===== config.mk =====
export PLATFORM = sky130hd
export DESIGN_NAME = cu_cta_dispatch
export DESIGN_NICKNAME = d
export VERILOG_FILES = /design/src/rtl/cu_pkg.sv /design/src/rtl/cu_cta_idgen.sv /design/src/rtl/cu_cta_dispatch.sv
export SDC_FILE = /design/constraint.sdc
export NUM_CORES = 1
export LEC_CHECK = 0
export ABC_AREA = 1
export CAP_MARGIN = 0
export CORE_MARGIN = 2
export CORE_UTILIZATION = 45
export CTS_BUF_LIST = sky130_fd_sc_hd__clkbuf_4 sky130_fd_sc_hd__clkbuf_8
export CTS_CLUSTER_DIAMETER = 30
export DETAILED_ROUTE_END_ITERATION = 10
export GPL_ROUTABILITY_DRIVEN = 0
export HOLD_SLACK_MARGIN = 0.05
export PLACE_DENSITY = 0.76
export SYNTH_ARGS = -nofsm -noshare
export SYNTH_HDL_FRONTEND = slang
export SYNTH_SLANG_ARGS = --single-unit

===== constraint.sdc =====
create_clock -name clk -period 13.8 [get_ports clk]
set_input_delay 4.14 -clock clk [delete_from_list [all_inputs] [get_ports clk]]
set_output_delay 4.14 -clock clk [all_outputs]
set_load 0.05 [all_outputs]

===== src/rtl/cu_pkg.sv =====
// Shared types for the CU kernel-launch sequencer: dispatch FSM states,
// the CTA descriptor layout and the error-flag bit positions.
package cu_pkg;

    localparam int CU_NCTA_W = 32;
    localparam int CU_PC_W   = 32;
    localparam int CU_NTID_W = 30;

    typedef enum logic [2:0] {
        ST_IDLE,
        ST_LOAD,
        ST_ISSUE,
        ST_DRAIN,
        ST_DONE
    } disp_state_e;

    typedef struct packed {
        logic [CU_NCTA_W-1:0] id_x;
        logic [CU_NCTA_W-1:0] id_y;
        logic [CU_NCTA_W-1:0] id_z;
        logic [CU_NTID_W-1:0] ntid;
        logic [CU_PC_W-1:0]   pc;
    } cta_desc_t;

    localparam int ERR_START_BUSY = 0;
    localparam int ERR_SPUR_DONE  = 1;

endpackage


===== src/rtl/cu_cta_idgen.sv =====
// Three-dimensional CTA id counter: x fastest, then y, then z.
// Limits are grid sizes; compares use limit-1 so an all-ones limit cannot overflow.
module cu_cta_idgen #(
    parameter int NCTA_W = 32
) (
    input  logic              clk,
    input  logic              rst,
    input  logic              clear_i,
    input  logic              load_i,
    input  logic              step_i,
    input  logic [NCTA_W-1:0] lim_x_i,
    input  logic [NCTA_W-1:0] lim_y_i,
    input  logic [NCTA_W-1:0] lim_z_i,
    output logic [NCTA_W-1:0] id_x_o,
    output logic [NCTA_W-1:0] id_y_o,
    output logic [NCTA_W-1:0] id_z_o,
    output logic              last_o
);

    logic [NCTA_W-1:0] x_q, y_q, z_q;
    logic              at_x, at_y, at_z;

    assign at_x   = (x_q == lim_x_i - NCTA_W'(1));
    assign at_y   = (y_q == lim_y_i - NCTA_W'(1));
    assign at_z   = (z_q == lim_z_i - NCTA_W'(1));
    assign last_o = at_x & at_y & at_z;

    always_ff @(posedge clk or posedge rst) begin
        if (rst) begin
            x_q <= '0;
            y_q <= '0;
            z_q <= '0;
        end else if (clear_i || load_i) begin
            x_q <= '0;
            y_q <= '0;
            z_q <= '0;
        end else if (step_i) begin
            if (!at_x) begin
                x_q <= x_q + NCTA_W'(1);
            end else begin
                x_q <= '0;
                if (!at_y) begin
                    y_q <= y_q + NCTA_W'(1);
                end else begin
                    y_q <= '0;
                    z_q <= at_z ? '0 : z_q + NCTA_W'(1);
                end
            end
        end
    end

    assign id_x_o = x_q;
    assign id_y_o = y_q;
    assign id_z_o = z_q;

endmodule


===== src/rtl/cu_cta_dispatch.sv =====
// Kernel-launch sequencer: snapshots the launch config, walks every CTA id and
// hands one descriptor per valid/ready handshake to the warp scheduler.
module cu_cta_dispatch
    import cu_pkg::*;
#(
    parameter int NCTA_W       = 32,
    parameter int PC_W         = 32,
    parameter int MAX_INFLIGHT = 8
) (
    input  logic              clk,
    input  logic              rst,
    input  logic              clear,
    input  logic              start,
    input  logic [11:0]       cfg_ntid_x,
    input  logic [11:0]       cfg_ntid_y,
    input  logic [5:0]        cfg_ntid_z,
    input  logic [NCTA_W-1:0] cfg_nctaid_x,
    input  logic [NCTA_W-1:0] cfg_nctaid_y,
    input  logic [NCTA_W-1:0] cfg_nctaid_z,
    input  logic [PC_W-1:0]   cfg_init_pc,
    output logic              cta_valid,
    input  logic              cta_ready,
    output logic [NCTA_W-1:0] cta_id_x,
    output logic [NCTA_W-1:0] cta_id_y,
    output logic [NCTA_W-1:0] cta_id_z,
    output logic [29:0]       cta_ntid,
    output logic [PC_W-1:0]   cta_pc,
    input  logic              cta_done,
    output logic              busy,
    output logic              kernel_done,
    output logic [31:0]       issued_cnt,
    output logic [1:0]        err_sticky
);

    localparam int             IW     = $clog2(MAX_INFLIGHT + 1);
    localparam logic [IW-1:0]  MAX_IF = IW'(MAX_INFLIGHT);

    // Handshake: a descriptor transfers on any rising edge where cta_valid and
    // cta_ready are both high; once raised, cta_valid and the payload hold
    // until that transfer happens (valid never drops while waiting on ready).

    disp_state_e       state_q;
    logic              valid_q, busy_q, kdone_q;
    logic [29:0]       ntid_q;
    logic [PC_W-1:0]   pc_q;
    logic [NCTA_W-1:0] nx_q, ny_q, nz_q;
    logic [IW-1:0]     inflight_q, inflight_d;
    logic [31:0]       issued_q;
    logic [1:0]        err_q;

    logic hs, spurious, id_last, zero_grid;

    assign hs        = valid_q & cta_ready;
    assign spurious  = cta_done & ~hs & (inflight_q == '0);
    assign zero_grid = (nx_q == '0) | (ny_q == '0) | (nz_q == '0);

    // Retire and issue in the same cycle cancel out; a retire with nothing
    // outstanding is dropped and only flagged.
    always_comb begin
        inflight_d = inflight_q;
        case ({hs, cta_done})
            2'b10:   inflight_d = inflight_q + 1'b1;
            2'b01:   if (inflight_q != '0) inflight_d = inflight_q - 1'b1;
            default: inflight_d = inflight_q;
        endcase
    end

    cu_cta_idgen #(.NCTA_W(NCTA_W)) u_idgen (
        .clk     (clk),
        .rst     (rst),
        .clear_i (clear),
        .load_i  (state_q == ST_LOAD),
        .step_i  (hs),
        .lim_x_i (nx_q),
        .lim_y_i (ny_q),
        .lim_z_i (nz_q),
        .id_x_o  (cta_id_x),
        .id_y_o  (cta_id_y),
        .id_z_o  (cta_id_z),
        .last_o  (id_last)
    );

    always_ff @(posedge clk or posedge rst) begin
        if (rst) begin
            state_q    <= ST_IDLE;
            valid_q    <= 1'b0;
            busy_q     <= 1'b0;
            kdone_q    <= 1'b0;
            ntid_q     <= '0;
            pc_q       <= '0;
            nx_q       <= '0;
            ny_q       <= '0;
            nz_q       <= '0;
            inflight_q <= '0;
            issued_q   <= '0;
            err_q      <= '0;
        end else if (clear) begin
            state_q    <= ST_IDLE;
            valid_q    <= 1'b0;
            busy_q     <= 1'b0;
            kdone_q    <= 1'b0;
            ntid_q     <= '0;
            pc_q       <= '0;
            nx_q       <= '0;
            ny_q       <= '0;
            nz_q       <= '0;
            inflight_q <= '0;
            issued_q   <= '0;
            err_q      <= '0;
        end else begin
            inflight_q <= inflight_d;
            kdone_q    <= 1'b0;
            if (spurious) err_q[ERR_SPUR_DONE] <= 1'b1;
            if (start && state_q != ST_IDLE) err_q[ERR_START_BUSY] <= 1'b1;

            case (state_q)
                ST_IDLE: begin
                    if (start) begin
                        ntid_q   <= {cfg_ntid_z, cfg_ntid_y, cfg_ntid_x};
                        pc_q     <= cfg_init_pc;
                        nx_q     <= cfg_nctaid_x;
                        ny_q     <= cfg_nctaid_y;
                        nz_q     <= cfg_nctaid_z;
                        issued_q <= '0;
                        busy_q   <= 1'b1;
                        state_q  <= ST_LOAD;
                    end
                end
                ST_LOAD: begin
                    if (zero_grid) begin
                        busy_q  <= 1'b0;
                        kdone_q <= 1'b1;
                        state_q <= ST_DONE;
                    end else begin
                        valid_q <= (inflight_d < MAX_IF);
                        state_q <= ST_ISSUE;
                    end
                end
                ST_ISSUE: begin
                    if (hs) issued_q <= issued_q + 32'd1;
                    if (hs && id_last) begin
                        valid_q <= 1'b0;
                        state_q <= ST_DRAIN;
                    end else begin
                        valid_q <= (inflight_d < MAX_IF);
                    end
                end
                ST_DRAIN: begin
                    if (inflight_q == '0) begin
                        busy_q  <= 1'b0;
                        kdone_q <= 1'b1;
                        state_q <= ST_DONE;
                    end
                end
                ST_DONE: begin
                    state_q <= ST_IDLE;
                end
                default: begin
                    valid_q <= 1'b0;
                    busy_q  <= 1'b0;
                    state_q <= ST_IDLE;
                end
            endcase
        end
    end

    assign cta_valid   = valid_q;
    assign cta_ntid    = ntid_q;
    assign cta_pc      = pc_q;
    assign busy        = busy_q;
    assign kernel_done = kdone_q;
    assign issued_cnt  = issued_q;
    assign err_sticky  = err_q;

endmodule


==> flow_summary.yaml <==
status:
  outcome: "complete, no violations"
setup_path:
  timing_worst_setup_path_type: "in -> reg"
  cp.required_ns: 14.33
  path_cells: "clkdlybuf4s50_1, inv_6, nand2_4, a21oi_1, inv_1, nand2_1, nor2_1, inv_1, nor3_1, nand2_1, a21oi_1, o21a_1"
  path_delay_family: "buffers and inverters"
  cp.arrival_ns: 7.87
  startpoint_type: "primary input"
  critPathMaxFanout: 100
  timing.critical_path.buf_inv: 4
  critPathMaxStageDelay_ns: 0.75
  cp_slowest_cell: "a21oi_1"
  cp-end-kind: "flip-flop"
timing:
  period_needed_ns: 7.34
  max_freq_mhz: 136
  rsz0062_at_grt: "false"
  tns_ns: 0
  fin_ws_ns: 6.46
  whs_ns: 0.476
  worstMarginPinSlew_ns: 1.18
  slew_headroom_pct: 21.6
  fin_crit_sh_pct: 53.2
  hold_violations: 0
  slew_viol_final: 0
  finClkSkew_ns: 0.0568
  setup_violations: 0
logic_synthesis:
  synth_common_cells: "nand2_1, nand3_1, nor2_1, dfrtp_1, inv_1"
  synth.largest_area_cell: "dfrtp_1"
  syn_nets: 2853
  synth-async-reset-ratio_pct: 100
  synth_ff_type: "dfrtp_1"
  syn_avg_cell_area_um2: 7.06
  netlist_instances: 2677
  yosys_warnings: 0
  yosys.cell_types.count: 54
  synthMostInstantiatedCell: "nand2_1"
  synth_top_cell_area_share_pct: 39.5
  syn_area_um2: 18900
  ys_ff_latch: 298
  synth_edf_count: 0
  synthTopCellsByArea: "dfrtp_1, nand2_1, nand3_1"
  ys_seq_area_share_pct: 39.5
clocking:
  path_clk_slew_ns: 0.05
  max-clock-path-buffers: 3
  cts.sink_count: 298
  htree_levels: 3
  clock_latency_ns: 0.67
  post-cts-setup-buffers: 0
  cts_buffers: 85
  cts_root_buffer: "clkbuf_8"
  ctsHoldBuffers: 0
  cts_tree: "built"
  cts_resized: 0
placed_design:
  dpl.cell_count: 3488
  hpwl_mm: 46.2
  numPortBuffers: 358
  pre_cts_ws_ns: 5.83
  placed_cell_area_um2: 22800
floorplan:
  dieArea_um2: 43600
  num_rows: 75
  die_x_um: 209
  initial_core_util_pct: 45.3
  core-area_um2: 41700
  io-pin-count: 359
  die_h_um: 209
global_routing:
  grt_first_pass_wirelength_mm: 99.6
  gr-total-overflow: 0
  met1_usage_pct: 34.3
  grtUsageMet2_pct: 47.2
  use_met3_pct: 8.76
  grt_usage_pct: 28.5
  antenna_found_initial: 2
  grt_busiest_layer: "met2"
  grt_pass1_vias: 19300
  grt_max_degree: 164
layout:
  nFillCells: 3753
  final_area_um2: 24800
  drive_above_1_share_pct: 7.58
  area_growth_pct: 31.1
  final_nets: 3212
  final_util_pct: 59.5
  fin_cells: 3642
routing:
  vias: 19700
  routedWlPerCell_um: 17.2
  routed_wl_mm: 62.8
  avgViaCountPerCell: 5.42
  drc: 0
  drtIter0Drc: 1614
  dr.pass1.iters: 6
  ant_nets: 0
run:
  drv_cap: 0
power:
  power_mw: 3.50
  power.density_nw_per_um2: 141
  ir_drop_mv: 0.144
  p_leak_nw: 11.5
hold_path:
  hp-class: "reg -> reg"
metal layers:
layer	wire length (um)	part of all wire (%)	up-vias
li1	-	-	9442
met1	24700	39	9230
met2	29500	47	867
met3	5950	9.5	186
met4	2560	4.1	4
met5	30	0.048	-
state kept, by name (all words and copies together), names as in the netlist, 2 cells and up:
signal and count:
cta_pc 32, issued_cnt 32, nx_q 32, ny_q 32
nz_q 32, u_idgen.id_x_o 32, u_idgen.id_y_o 32, u_idgen.id_z_o 32
cta_ntid 30, inflight_q 4, state_q 3, err_sticky 2
cell usage in the layout, fill, tap and decap left out, types with 9 or more instances in the layout:
cell             instances
nand2_1                742
clkdlybuf4s50_1        358
nand3_1                307
nor2_1                 305
dfrtp_1                298
inv_1                  268
clkbuf_8               101
xor2_1                  94
o21ai_0                 92
nor3_1                  77
nand4_1                 72
xnor2_1                 53
a21oi_1                 51
o21ai_1                 29
nor2_2                  19
o21bai_1                19
nand3b_1                19
clkinv_2                17
clkbuf_4                14
nor4_1                  13
ha_1                    12
o21ai_2                 10
clkinvlp_4              10
or2_2                    9
o22ai_1                  9
bufinv_16                9
cells by family (layout without fill, tap and decap cells):
| family | Yosys count | count (layout) | synth area share [%] |
|---|---|---|---|
| muxes | 1 | 1 | 0.0530 |
| other | 0 | 1 | 0 |
| xor gates and xnor gates | 148 | 148 | 6.93 |
| and+or+nand+nor | 1605 | 1605 | 37.6 |
| AOI/OAI and AO/OA | 244 | 244 | 7.51 |
| adders and majority gates | 12 | 12 | 0.795 |
| buffers and inverters | 369 | 794 | 7.66 |
| DFF | 298 | 298 | 39.5 |
worst register-to-register path, delay by kind of cell (launching register included):
kind,cells,cell delay [ns]
adders and majority gates,1,0.25
DFF,1,0.39
and+or+nand+nor,15,2.80
buffers and inverters,2,0.46
cell type report:
class	count	area (um^2)	share of cell area [%]
Clock buffer	115	1500	6.03
Timing Repair Buffer	363	3630	14.7
Multi-Input combinational cell	2010	10000	40.4
Antenna cell	1	2.50	0.0101
Tap cell	539	674	2.72
Clock inverter	38	450	1.82
Inverter	278	1060	4.27
Sequential cell	298	7460	30.1
path summary, 6_finish.rpt:
path                                   start                  to  slack, ns  depth (start not counted)
max in group asynchronous                rst  u_idgen.id_y_o[22]       8.15                          3
worst max register to register       nx_q[0]  u_idgen.id_z_o[29]       9.83                         18
min in group asynchronous                rst         kernel_done       4.10                          2
worst min-delay path            cta_ntid[27]        cta_ntid[27]       0.48                          2
worst min register to register  cta_ntid[27]        cta_ntid[27]       0.48                          2
worst max-delay path                   clear      issued_cnt[22]       6.46                         12
report_power, final:
group | internal, mW | total (mW) | leakage, nW | switching [mW]
sequential | 0.969 | 1.08 | 4.00 | 0.109
clock | 0.873 | 1.36 | 0.996 | 0.483
combinational | 0.342 | 1.07 | 6.46 | 0.730
(Power assumes the default switching activity.)
